`src/rtl/sfm_fma_arbiter.sv`:
```
// Round-robin arbiter with lockable ownership that shares one fixed-latency FMA among N_REQ requesters.
// Optional per-requester issue/stall counters are enabled with SFM_ARB_PERF_CNT_EN.
module sfm_fma_arbiter #(
    parameter int N_REQ    = 2,
    parameter int FMA_REGS = 3,
    parameter int WIDTH    = 16,
    parameter int CNT_W    = 32,
    localparam int IDX_W   = (N_REQ > 1) ? $clog2(N_REQ) : 1
) (
    input  logic                     clk_i,
    input  logic                     rst_ni,
    input  logic                     clear_i,
    input  logic [N_REQ-1:0]         req_valid_i,
    input  logic [N_REQ-1:0]         req_lock_i,
    input  logic [N_REQ*WIDTH-1:0]   req_a_i,
    input  logic [N_REQ*WIDTH-1:0]   req_b_i,
    input  logic [N_REQ*WIDTH-1:0]   req_c_i,
    output logic [N_REQ-1:0]         req_ready_o,
    output logic                     fma_valid_o,
    output logic [WIDTH-1:0]         fma_a_o,
    output logic [WIDTH-1:0]         fma_b_o,
    output logic [WIDTH-1:0]         fma_c_o,
    input  logic [WIDTH-1:0]         fma_res_i,
    output logic [N_REQ-1:0]         res_valid_o,
    output logic [WIDTH-1:0]         res_o,
    output logic [IDX_W-1:0]         owner_o,
    output logic                     locked_o,
`ifdef SFM_ARB_PERF_CNT_EN
    output logic [N_REQ*CNT_W-1:0]   issue_cnt_o,
    output logic [N_REQ*CNT_W-1:0]   stall_cnt_o,
`endif
    output logic                     busy_o
);

    typedef enum logic [0:0] {
        S_ARB    = 1'b0,
        S_LOCKED = 1'b1
    } state_t;

    state_t           r_state, w_state_nxt;
    logic [IDX_W-1:0] r_ptr, w_ptr_nxt;
    logic [IDX_W-1:0] r_owner, w_owner_nxt;

    logic             w_arb_found;
    logic [IDX_W-1:0] w_arb_idx;
    logic [IDX_W-1:0] w_grant;
    logic             w_issue;
    logic [N_REQ-1:0] w_ready;

    logic             w_head_valid;
    logic [IDX_W-1:0] w_head_idx;

    function automatic logic [IDX_W-1:0] nextIdx(input logic [IDX_W-1:0] idx);
        if (idx == IDX_W'(N_REQ - 1)) begin
            return '0;
        end
        return idx + 1'b1;
    endfunction

    // First valid requester at or above the pointer, wrapping around.
    always_comb begin
        w_arb_found = 1'b0;
        w_arb_idx   = '0;
        for (int k = 0; k < N_REQ; k++) begin
            if (!w_arb_found && req_valid_i[(int'(r_ptr) + k) % N_REQ]) begin
                w_arb_found = 1'b1;
                w_arb_idx   = IDX_W'((int'(r_ptr) + k) % N_REQ);
            end
        end
    end

    // Grant selection and next-state; clear_i suppresses any grant in its cycle.
    always_comb begin
        w_ready     = '0;
        w_grant     = w_arb_idx;
        w_issue     = 1'b0;
        w_state_nxt = r_state;
        w_ptr_nxt   = r_ptr;
        w_owner_nxt = r_owner;
        case (r_state)
            S_LOCKED: begin
                w_grant          = r_owner;
                w_ready[r_owner] = ~clear_i;
                w_issue          = req_valid_i[r_owner] & ~clear_i;
                if (!req_lock_i[r_owner]) begin
                    w_state_nxt = S_ARB;
                    if (w_issue) begin
                        w_ptr_nxt = nextIdx(r_owner);
                    end
                end
            end
            default: begin
                w_grant            = w_arb_idx;
                w_ready[w_arb_idx] = w_arb_found & ~clear_i;
                w_issue            = w_arb_found & ~clear_i;
                if (w_issue) begin
                    w_ptr_nxt = nextIdx(w_arb_idx);
                    if (req_lock_i[w_arb_idx]) begin
                        w_owner_nxt = w_arb_idx;
                        w_state_nxt = S_LOCKED;
                    end
                end
            end
        endcase
    end

    always_ff @(posedge clk_i or negedge rst_ni) begin
        if (!rst_ni) begin
            r_state <= S_ARB;
            r_ptr   <= '0;
            r_owner <= '0;
        end else if (clear_i) begin
            r_state <= S_ARB;
            r_ptr   <= '0;
            r_owner <= '0;
        end else begin
            r_state <= w_state_nxt;
            r_ptr   <= w_ptr_nxt;
            r_owner <= w_owner_nxt;
        end
    end

    assign req_ready_o = w_ready;
    assign fma_valid_o = w_issue;
    assign fma_a_o     = w_issue ? req_a_i[int'(w_grant)*WIDTH +: WIDTH] : '0;
    assign fma_b_o     = w_issue ? req_b_i[int'(w_grant)*WIDTH +: WIDTH] : '0;
    assign fma_c_o     = w_issue ? req_c_i[int'(w_grant)*WIDTH +: WIDTH] : '0;
    assign owner_o     = r_owner;
    assign locked_o    = (r_state == S_LOCKED);

    // Tag pipeline mirrors the FMA depth so each result finds its issuer.
    generate
        if (FMA_REGS == 0) begin : g_comb_fma
            assign w_head_valid = w_issue;
            assign w_head_idx   = w_grant;
            assign busy_o       = 1'b0;
        end else begin : g_tag_pipe
            logic [FMA_REGS-1:0] r_tag_valid;
            logic [IDX_W-1:0]    r_tag_idx [FMA_REGS];

            always_ff @(posedge clk_i or negedge rst_ni) begin
                if (!rst_ni) begin
                    r_tag_valid <= '0;
                    for (int s = 0; s < FMA_REGS; s++) begin
                        r_tag_idx[s] <= '0;
                    end
                end else if (clear_i) begin
                    r_tag_valid <= '0;
                    for (int s = 0; s < FMA_REGS; s++) begin
                        r_tag_idx[s] <= '0;
                    end
                end else begin
                    r_tag_valid[0] <= w_issue;
                    r_tag_idx[0]   <= w_grant;
                    for (int s = 1; s < FMA_REGS; s++) begin
                        r_tag_valid[s] <= r_tag_valid[s-1];
                        r_tag_idx[s]   <= r_tag_idx[s-1];
                    end
                end
            end

            assign w_head_valid = r_tag_valid[FMA_REGS-1];
            assign w_head_idx   = r_tag_idx[FMA_REGS-1];
            assign busy_o       = |r_tag_valid;
        end
    endgenerate

    always_comb begin
        res_valid_o = '0;
        for (int i = 0; i < N_REQ; i++) begin
            res_valid_o[i] = w_head_valid & ~clear_i & (w_head_idx == IDX_W'(i));
        end
    end

    assign res_o = (w_head_valid & ~clear_i) ? fma_res_i : '0;

`ifdef SFM_ARB_PERF_CNT_EN
    // Saturating counters; they stick at all-ones rather than wrapping.
    generate
        for (genvar gi = 0; gi < N_REQ; gi++) begin : g_perf
            logic [CNT_W-1:0] r_issue_cnt;
            logic [CNT_W-1:0] r_stall_cnt;
            logic             w_issue_hit;
            logic             w_stall_hit;

            assign w_issue_hit = w_issue & (w_grant == IDX_W'(gi));
            assign w_stall_hit = req_valid_i[gi] & ~w_ready[gi];

            always_ff @(posedge clk_i or negedge rst_ni) begin
                if (!rst_ni) begin
                    r_issue_cnt <= '0;
                    r_stall_cnt <= '0;
                end else if (clear_i) begin
                    r_issue_cnt <= '0;
                    r_stall_cnt <= '0;
                end else begin
                    if (w_issue_hit && (r_issue_cnt != '1)) begin
                        r_issue_cnt <= r_issue_cnt + 1'b1;
                    end
                    if (w_stall_hit && (r_stall_cnt != '1)) begin
                        r_stall_cnt <= r_stall_cnt + 1'b1;
                    end
                end
            end

            assign issue_cnt_o[gi*CNT_W +: CNT_W] = r_issue_cnt;
            assign stall_cnt_o[gi*CNT_W +: CNT_W] = r_stall_cnt;
        end
    endgenerate
`endif

endmodule

```
`config.mk`:
```
export PLATFORM = sky130hd
export DESIGN_NAME = sfm_fma_arbiter
export DESIGN_NICKNAME = d
export VERILOG_FILES = /design/src/rtl/sfm_fma_arbiter.sv
export SDC_FILE = /design/constraint.sdc
export NUM_CORES = 1
export LEC_CHECK = 0
export BUFFER_PORTS_ARGS = -buffer_cell sky130_fd_sc_hd__buf_4
export CAP_MARGIN = 0
export CORE_MARGIN = 8
export CORE_UTILIZATION = 30
export CTS_BUF_LIST = sky130_fd_sc_hd__clkbuf_8
export CTS_CLUSTER_DIAMETER = 50
export DETAILED_ROUTE_END_ITERATION = 10
export PLACE_DENSITY = 0.8
export SLEW_MARGIN = 20
export SYNTH_ARGS = -nofsm -noshare
export SYNTH_HDL_FRONTEND = slang
export SYNTH_SLANG_ARGS = --single-unit
```
`constraint.sdc`:
```
create_clock -name clk_i -period 1.3 [get_ports clk_i]
set_clock_uncertainty 0.05 [all_clocks]
set_input_delay 0.065 -clock clk_i [delete_from_list [all_inputs] [get_ports clk_i]]
set_output_delay 0.065 -clock clk_i [all_outputs]
set_load 0.1 [all_outputs]
```
==> results list, run 1 <==
- Of the total synthesized cell area, the portion taken by XOR and XNOR cells is 0.
* # Post-CTS Setup Buffers: 9
* Clk sink count: 9
- DIE HEIGHT: around 86 microns
- Post-synthesis register bit count: 9
* Number of gates resized after CTS: 251
- After clock tree synthesis, the flow added hold-fix buffers numbering 1.
- Largest family of logic cells by synthesized area: simple AND/OR/NAND/NOR gates
- Tool error message: [ERROR DPL-0038] Utilization greater than 100%, impossible to legalize
- Measured against the total synthesized area, the mux share comes to 0.
* Simple-gate share of the synthesized area: 0.405
- Number of top-level pins: roughly 190
- Fraction of the yosys area taken by sequential cells: 0.155
- Deepest clock path buffer count: 2
* Initial Util: 0.310
- Of the total synthesized cell area, the portion taken by full adders, half adders and majority gates is 0.
- Post-detailed-placement half-perimeter wirelength: ~6500 microns
* Avg Inst Size Synth: roughly 6.4 sq um
- The congestion estimate from routability-driven global placement came to 0.861.
- Clock root cell: sky130_fd_sc_hd__clkbuf_8
- The flow did not finish.
- Post-synthesis net count: ~350
* Die width: 85.6 microns
- Stopped at: clock tree synthesis (4_1_cts)
- Post-Syn Area: roughly 1500 sq um
* Syn. warnings: 0
- Number of placement rows: 25
- Count of mapped cells out of synthesis: around 230
* TritonCTS Buffers: 3
- The fraction of the mapped netlist area in compound gates came to 0.350.
- Count of different cell masters after synthesis: 25
* Port Buf Inserts: 190
* Count of H-tree levels built during CTS: 1
[Yosys cell counts (all sizes together)]
| cell type | instances | share of area |
|---|---|---|
| a22o | 1 | 0.0060 |
| o21bai | 1 | 0.0052 |
| nand4 | 1 | 0.0043 |
| nor2 | 3 | 0.0077 |
| nand2 | 101 | 0.26 |
| a21oi | 51 | 0.30 |
| buf | 9 | 0.056 |
| nand2b | 2 | 0.0086 |
| nand4b | 1 | 0.0060 |
| clkbuf | 10 | 0.026 |
| nor2b | 8 | 0.036 |
| a221oi | 1 | 0.0060 |
| o21ai | 3 | 0.010 |
| a21boi | 2 | 0.013 |
| and2 | 17 | 0.073 |
| inv | 3 | 0.0077 |
| a211o | 1 | 0.0060 |
| dfrtp | 9 | 0.15 |
| or3 | 2 | 0.0086 |
| a31oi | 1 | 0.0043 |
[cell families after synthesis]
| group | after synthesis |
|---|---|
| DFF | 9 |
| AOI/OAI and AO/OA | 61 |
| buffers and inverters | 22 |
| and+or+nand+nor | 135 |
[through the flow]
step           cells  cell area [sq um]  utilization  setup slack [ps]  hold WS (ps)
3_5_place_dp     472               3520        0.751              -526          -161
3_3_place_gp     472               3520        0.751              -498          -161
2_1_floorplan    227               1970            -              -918          -281
==> inputs of run 2 (changes only) <==
--- a/config.mk
+++ b/config.mk
@@ -9,10 +9,8 @@
 export CAP_MARGIN = 0
 export CORE_MARGIN = 8
 export CORE_UTILIZATION = 30
-export CTS_BUF_LIST = sky130_fd_sc_hd__clkbuf_8
-export CTS_CLUSTER_DIAMETER = 50
 export DETAILED_ROUTE_END_ITERATION = 10
-export PLACE_DENSITY = 0.8
+export PLACE_DENSITY_LB_ADDON = 0.15
 export SLEW_MARGIN = 20
 export SYNTH_ARGS = -nofsm -noshare
 export SYNTH_HDL_FRONTEND = slang
==> constraint.sdc (replaced) <==
create_clock -name clk_i -period 1.7 [get_ports clk_i]
set_clock_uncertainty 0.05 [all_clocks]
set_input_delay 0.085 -clock clk_i [delete_from_list [all_inputs] [get_ports clk_i]]
set_output_delay 0.085 -clock clk_i [all_outputs]
set_load 0.1 [all_outputs]
==> run 2 against run 1 <==
Net effect: the flow now finishes, with violations (setup timing); area after synthesis did not move; synthesized cell count did not move.
==> results list, run 2 <==
- Critical Path Source Type: register
- Overall routing resource usage: 0.246
- The gate count after technology mapping came to 227 (unchanged).
* Iteration-0 DRC Markers: 75
- Share of post-route cells with drive strength above 1: 0.723
- Once detail routing completed, the nets flagged for antenna violations numbered 0.
* Critical R2R Launch: locked_o
* Number of global-route vias before repair: roughly 2,700
* Total leakage power: just under 2 nW
- The critical path in this run is classified as reg -> out.
* Worst path slowest cell: sky130_fd_sc_hd__dfrtp_4
* Placed cell areas: 3490 sq um (-0.99%)
- Post-Syn Area: 1450 sq um (unchanged)
- Count of H-tree levels built during CTS: 1 (unchanged)
- The path class of the tightest hold or removal check is in -> reg.
- Area leader, netlist: sky130_fd_sc_hd__a21oi_2
- Entering global routing, the biggest net connects 41 pins.
* Unrepaired setup endpoints after global routing: true
- Layout fillers: between 150 and 200
- After layout, the design draws a total of between 2 and 3 mW.
- Measured against its own limit, the worst slew margin works out to 0.800.
- Area fraction of the dominant cell type after synthesis: 0.289 (unchanged)
* Die width: 85.6 microns (unchanged)
- Highest clock rate: between 400 and 500 MHz
* Deepest clock path buffer count: 2 (unchanged)
* Largest cells by area after synthesis: sky130_fd_sc_hd__a21oi_2 29%, sky130_fd_sc_hd__nand2_1 26%, sky130_fd_sc_hd__dfrtp_1 15%
- STA puts the critical path data arrival time at slightly below 2000 ps.
- Across all setup checks in the final design, the least slack found is -379 ps.
- Summed over all failing endpoints, the final setup total negative slack is -15,920 ps.
* Number of maximum-capacitance constraint violations: 0
- Worst-path cell chain: nand2_2 > buf_4 > a21boi_4 > buf_12 > buf_6 > nand2_1 > a21oi_4 > buf_12
- Among all flip-flop cells after synthesis, the most frequent one is sky130_fd_sc_hd__dfrtp_1.
* Pin slew with the least headroom to its limit: 297 ps
- Final routed wire length divided by cell count: 22.8 microns
- Post-synthesis net count: 346 (unchanged)
- For this run, design rule violations remaining after detail routing come to 0.
- Wires add up to around 11,000 microns.
* Post-place setup slack: -131 ps (+395 ps)
- Worst min-delay path endpoint: w_head_idx
- First-pass GRT wire length: between 10,000 and 15,000 microns
- g_tag_pipe.r_tag_valid holds more flip-flops than any other register.
- Core footprint: between 4000 and 5000 sq um
- Routed vias: approximately 2,600
- The largest registers in the layout are g_tag_pipe.r_tag_valid: 3 flops, g_tag_pipe.r_tag_idx: 2 flops.
- The area growth from synthesis to layout is 200%.
* Violated checks: setup timing
- Max Slew Vio Count: 0
- Post-Place Cells: 473 (+0.21%)
- Post-layout min period: 2080 ps
* Maximum fanout encountered on the critical timing path: 10
- WHS Path Cells: 2
- Final count of hold timing violations: 0
- Among the stages of the critical path, the cell type that occurs most often is sky130_fd_sc_hd__buf_12.
- Data on the critical path is required at its endpoint by 1560 ps.
- In this run the register-to-register setup slack is approximately 150 ps.
- Count of different cell masters after synthesis: 25 (unchanged)
* Post-detailed-placement half-perimeter wirelength: 6400 microns (-1.0%)
* Share of the clock period used by the worst path after layout: 1.22
- After clock tree synthesis, the clock-pin slew on the worst setup and hold paths is 50 ps.
- The share of synthesized registers carrying an async set or reset is 1.00 (unchanged).
- Final design area excluding fillers: 4360 sq um
- The final RePlAce weighted congestion is 0.846 (-1.7%).
- Count of buffering cells on the critical path with inverters included: 4
- Final nets: about 550
- Clk sink count: 9 (unchanged)
* Final core utilization: 0.928
- Fraction of the yosys area taken by sequential cells: 0.155 (unchanged)
- The floorplan step defined a die boundary enclosing roughly 7300 sq um.
- Clock root cell: sky130_fd_sc_hd__clkbuf_8
- The worst hold path begins at clear_i.
- Most common library cells after synthesis: 101 x sky130_fd_sc_hd__nand2_1, 48 x sky130_fd_sc_hd__a21oi_2, 17 x sky130_fd_sc_hd__and2_1
* Power per unit of standard cell area: roughly 650 nW/um^2
* Stage delay of the slowest cell on the critical path: about 500 ps
* Avg Inst Size Synth: 6.40 sq um (unchanged)
- The tightest hold path in the finished design has a slack of between 80 and 90 ps.
- Setup violations remaining at the end of the flow were counted as 51.
- Ant diodes: 0
- Commonest non-fill, non-tap cell in the layout: sky130_fd_sc_hd__buf_4
* Area of the multi-input gates: 1590 sq um
- The number of core rows was 25 (unchanged).
- Area used by sequential logic in the layout: between 200 and 250 sq um
* Syn. warnings: 0 (unchanged)
- Aggregate global routing overflow: 0
* TritonCTS Buffers: 3 (unchanged)
* Number of flip-flops in the largest register: 3
- The first detailed-routing pass ran for 4 iterations.
- The worst setup path is captured at an output port.
* Most frequent cells in the layout: 153 x sky130_fd_sc_hd__buf_4, 82 x sky130_fd_sc_hd__nand2_1, 58 x sky130_fd_sc_hd__buf_12
- DIE HEIGHT: 85.6 microns (unchanged)
- Final std cells w/o fill: between 400 and 500
- The initial antenna violation count came to 0.
- The register bit count reported by yosys is 9 (unchanged).
- Port Buf Inserts: 190 (unchanged)
* Number of enable flip-flop cells after synthesis: 0 (unchanged)
- VDD IR-drop max: between 0.4 and 0.5 mV
* Status: complete, but fails checks
- Initial Util: 0.310 (unchanged)
- Worst reg2reg endpoint: r_ptr
* Clock tree from TritonCTS: done
* Number of top-level pins: 191 (unchanged)
* Top-count cell post-synth: sky130_fd_sc_hd__nand2_1
- Clock network latency to the later pin of the worst-skew pair: 240 ps
- Dividing the detail-routed via count by the number of cells gives between 5 and 6.
* Cell type group with the largest total delay on the critical path: buffers and inverters
- For the worst flop-to-flop path, the logic depth is 5.
[run 2: logic make-up after synthesis]
kind of cell | count (synthesis) | synth area share
AO/OA/AOI/OAI | 61 | 0.350
buffers and inverters | 22 | 0.0895
flip-flops | 9 | 0.155
AND/OR/NAND/NOR | 135 | 0.405
[run 2: worst max path at each step]
stage | startpoint | end | cells after the start
after floorplan | locked_o | fma_a_o[0] | 7
after global placement | locked_o | fma_c_o[6] | 6
after detailed placement | locked_o | fma_a_o[11] | 6
after CTS | locked_o | fma_a_o[11] | 6
after global routing | locked_o | fma_b_o[8] | 8
final | locked_o | fma_b_o[8] | 8
[run 2: cell type report]
class	instances	area share
repair buffers	217	0.553
multi-input cells	196	0.364
flip-flops and latches	9	0.0534
well taps	54	0.0155
clock buffers	3	0.00948
inverters	3	0.00345
clock inverters	1	0.00115
[run 2: power breakdown]
group | total (mW) | internal, mW | switching (mW) | leakage [nW]
registers | 0.244 | 0.232 | 0.0127 | 0.116
clock network | 0.265 | 0.161 | 0.104 | 0.0255
logic | 2.34 | 0.883 | 1.46 | 1.81
[run 2: timing repair]
| item | 4_1_cts | 5_1_grt |
|---|---|---|
| hold buffers | 1 | 0 |
| endpoints found under the hold margin | 9 | 0 |
| gates resized for setup | 155 | 25 |
| endpoints found under the setup margin | 51 | 51 |
| cloned | 0 | 4 |
| setup buffers | 0 | 1 |
| pin swaps | 0 | 14 |
[run 2: per-layer routing]
layer  vias up  wire [microns]  GRT usage
met3        46             922     0.0783
met1      1218            3550      0.230
met4         0             546     0.0939
li1       1139               -          -
met5         -               0          0
met2       167            5990      0.480
Note: power is estimated with default switching activity, not from simulation.
==> inputs of run 3 (changes only) <==
--- a/config.mk
+++ b/config.mk
@@ -5,11 +5,12 @@
 export SDC_FILE = /design/constraint.sdc
 export NUM_CORES = 1
 export LEC_CHECK = 0
-export BUFFER_PORTS_ARGS = -buffer_cell sky130_fd_sc_hd__buf_4
+export ABC_AREA = 1
 export CAP_MARGIN = 0
 export CORE_MARGIN = 8
 export CORE_UTILIZATION = 30
 export DETAILED_ROUTE_END_ITERATION = 10
+export DONT_BUFFER_PORTS = 1
 export PLACE_DENSITY_LB_ADDON = 0.15
 export SLEW_MARGIN = 20
 export SYNTH_ARGS = -nofsm -noshare
==> run 3 against run 2 <==
Net effect: utilization is 2.8 points lower; critical endpoint is now fma_c_o[14]; non-clock buffer count is 107 lower; largest power group unchanged; the run still ends with setup timing left; hold slack better by 18 ps.
==> results list, run 3 <==
- Maximum number of pins on one net before global-route repair: 32 (-22%)
* Total leakage power: 1.92 nW (-1.2%)
- Area leader, netlist: sky130_fd_sc_hd__nand3_1
* Core footprint: 5010 sq um (+6.8%)
* Post-layout min period: 1960 ps (-115 ps)
- Post-synthesis net count: 389 (+12%)
- The die boundary height is 87.2 microns (+1.8%).
- The transition time of the tightest slew-check pin came to 424 ps (+127 ps).
- Syn. warnings: 0 (unchanged)
- Post-Syn Area: 1520 sq um (+4.5%)
* Worst path slowest cell: sky130_fd_sc_hd__dfrtp_1
* Final weighted congestion in routability-driven placement: 0.909 (+7.5%)
* Final TNS setup: -10,100 ps (+5820 ps)
* Detailed-route vias per instance: 5.73 (+7.8%)
* Overall routing resource usage: 0.227 (-0.0185)
- The count of endpoints failing hold in the final timing report is 0 (unchanged).
* WP data required: 1560 ps (about the same)
* Count of mapped cells out of synthesis: 270 (+19%)
- By startpoint and endpoint, the worst setup path is classified as reg -> out.
* Maximum fanout encountered on the critical timing path: 16 (+6)
- The register area is 233 sq um (unchanged).
- The number of detailed-routing iterations run before antenna repair came to 5 (+1).
* Initial antenna violation count: 0 (unchanged)
* Count of different cell masters after synthesis: 19 (-24%)
- Final Total Pwr: 4.13 mW (+45%)
* Max Slew Vio Count: 0 (unchanged)
* Most used flip-flop cell after synthesis: sky130_fd_sc_hd__dfrtp_1
* Number of top-level pins: 191 (unchanged)
- Area delta synth->final: 197%
* Power per unit of standard cell area: 915 nW/um^2 (+40%)
* Setup-failing EPs final: 50 (-2.0%)
- The startpoint identified for the worst register-to-register timing path is owner_o.
- Number of placement rows: 26 (+4.0%)
- The filler cell count was 221 (+31%).
- Aggregate global routing overflow: 0 (unchanged)
* Final nets: 482 (-12%)
* Startpoint of the worst setup timing path: r_ptr
- Largest register by flop count: g_tag_pipe.r_tag_valid
- The overall routed net length is 11,600 microns (+5.5%).
- The quantity of I/O buffers inserted on ports came to 0 (-100%).
* Unrepaired setup endpoints after global routing: true
* Critical Path Source Type: register
- Number of design rule violations left after detail routing: 0 (unchanged)
* Number of flip-flops in the largest register: 3 (unchanged)
- Final routed wire length divided by cell count: 26.9 microns (+18%)
- The effective utilization at floorplan was 0.303 (-0.00667).
- Slew headroom: 0.716 (-0.0835)
- Clock tree synthesis selected as its root buffer the cell sky130_fd_sc_hd__clkbuf_8.
* Kind of capture point of the worst setup path: output port
* Clock transition at the register clock pins on the worst setup and hold paths after CTS: 60 ps (about the same)
* Clock tree from TritonCTS: done
- The checks that failed: setup timing.
- TritonCTS Buffers: 3 (unchanged)
- Deepest clock path buffer count: 2 (unchanged)
- The count of non-filler cells in the finished layout came to 432 (-11%).
* Most common library cells after synthesis: 66 x sky130_fd_sc_hd__nand2_1, 54 x sky130_fd_sc_hd__nand3_1, 32 x sky130_fd_sc_hd__a21boi_0
* Count of H-tree levels built during CTS: 1 (unchanged)
- Area fraction of the dominant cell type after synthesis: 0.178 (-0.111)
- The fraction of layout instances using a drive strength above 1 was 0.746 (+0.0232).
- The library cell used most frequently in the layout, excluding fill and tap cells, is sky130_fd_sc_hd__buf_12.
- Top-count cell post-synth: sky130_fd_sc_hd__nand2_1
- Avg Inst Size Synth: 5.63 sq um (-12%)
- Number of global-route vias before repair: 2,579 (-3.8%)
- First-pass GRT wire length: 13,600 microns (-5.1%)
* Number of maximum-capacitance constraint violations: 0 (unchanged)
- The detailed router's first-iteration violation count is 86 (+15%).
- Highest clock rate: 509 MHz (+5.8%)
- Largest cells by area after synthesis: sky130_fd_sc_hd__nand3_1 18%, sky130_fd_sc_hd__nand2_1 16%, sky130_fd_sc_hd__a21boi_0 16%
- In the layout the commonest cells are 74 x sky130_fd_sc_hd__buf_12, 48 x sky130_fd_sc_hd__a21boi_4, 30 x sky130_fd_sc_hd__nand3_2.
* Registers with the most flip-flops: g_tag_pipe.r_tag_valid: 3 flops, g_tag_pipe.r_tag_idx: 2 flops
- Worst-path cell chain: inv_2 > nand2_2 > nand2_4 > nand2_4 > buf_12 > buf_16 > nand3_1 > a21boi_4 > buf_12
* Worst hold start: req_lock_i[0]
- Kind of path behind the tightest hold check: in -> reg
- The part of the cycle the worst path needs is 1.16 (-0.0675).
- Full die area: 7600 sq um (+3.6%)
- The number of enable-type register cells in the synthesized netlist is 0 (unchanged).
- The biggest cell delay along the critical path is 400 ps (-110 ps).
* Clk sink count: 9 (unchanged)
- Critical path arrival: 1830 ps (-110 ps)
- Post-DRT Antenna Nets: 0 (unchanged)
- The share of synthesized registers carrying an async set or reset was 1.00 (unchanged).
- Post-Place Cells: 407 (-14%)
* VDD IR-drop max: 0.668 mV (+46%)
- The area of combinational cells with multiple inputs was 2110 sq um (+33%).
* Clock network latency to the later pin of the worst-skew pair: 250 ps (about the same)
- The sequential-to-total area share from yosys stat came to 0.148 (-0.00664).
- Status: complete, but fails checks
- The post-DP HPWL came to 6820 microns (+6.5%).
- The least setup slack across all paths after layout is -264 ps (+115 ps).
- The floorplan die width is 87.2 microns (+1.8%).
- Routed vias: 2,477 (-3.6%)
* Post-synthesis register bit count: 9 (unchanged)
- The count of inserted antenna diode cells was 0 (unchanged).
[run 3: cell types whose count changed after synthesis, moves of 3 or more]
cell,previous run,this run
sky130_fd_sc_hd__nand3_1,0,54
sky130_fd_sc_hd__nand2_1,101,66
sky130_fd_sc_hd__a21boi_1,0,16
sky130_fd_sc_hd__clkbuf_1,10,2
sky130_fd_sc_hd__inv_1,3,28
sky130_fd_sc_hd__nor2b_1,7,0
sky130_fd_sc_hd__a21oi_2,48,0
sky130_fd_sc_hd__and2_1,17,0
sky130_fd_sc_hd__nand2_2,0,3
sky130_fd_sc_hd__a21boi_0,1,32
sky130_fd_sc_hd__buf_6,5,2
sky130_fd_sc_hd__buf_2,2,14
sky130_fd_sc_hd__nor2_1,3,29
[run 3: path summary, 6_finish.rpt]
check	depth (start not counted)	slack, ps	end
max in group asynchronous	1	1110	owner_o
setup / recovery	9	-260	fma_c_o[14]
setup reg to reg	9	20	r_ptr
min in group asynchronous	1	160	g_tag_pipe.r_tag_valid[2]
hold reg to reg	2	430	g_tag_pipe.r_tag_idx[1]
hold / removal	3	110	owner_o
[run 3: kinds of logic after synthesis]
kind of cell / after synthesis / synth area share
AO/OA/AOI/OAI: 55 / 0.261
buffers and inverters: 52 / 0.157
AND/OR/NAND/NOR: 154 / 0.433
flip-flops: 9 / 0.148
[run 3: routing by layer]
layer	up-vias	part of all wire	track usage
li1	1060	-	-
met1	1199	0.32	0.207
met2	184	0.53	0.445
met3	34	0.10	0.0840
met4	0	0.042	0.0781
met5	-	0	0
[run 3: final cells by class]
cell class                 count  area share
tap                           70      0.0194
timing repair buffer         110       0.425
clock buffer                   3     0.00916
clock inverter                 1     0.00111
sequential                     9      0.0516
multi-input combinational    209       0.467
inverter                      30      0.0261
[run 3: stage by stage]
stage               setup WS, ps  cell area (sq um)  utilization  hold WS (ps)
floorplan                   -399               2140            -          -261
global placement             123               3690        0.736          -260
detailed placement          70.9               3690        0.736          -260
CTS                         -149               4150        0.828          22.8
global route                -315               4510        0.900           145
finish                      -264               4510        0.900           107
[run 3: report_power, final]
group	leakage, nW	switching [mW]	internal, mW
clock	0.0255	0.109	0.162
combinational	1.78	2.24	1.35
sequential	0.116	0.0254	0.240
[run 3: timing repair]
action                                  4_1_cts  5_1_grt
endpoints found under the setup margin       49       51
resized for setup                            66       61
buffers inserted                             14        1
hold buffers                                  2        0
hold endpoints to repair                     15        0
pin swaps                                    27       34
cloned                                        3        4
[run 3: worst max-delay path: cells and delay by family, from the launching register on]
family	cells	cell delay, ps
AND/OR/NAND/NOR	4	420
buffers and inverters	4	540
flip-flops	1	400
AO/OA/AOI/OAI	1	230
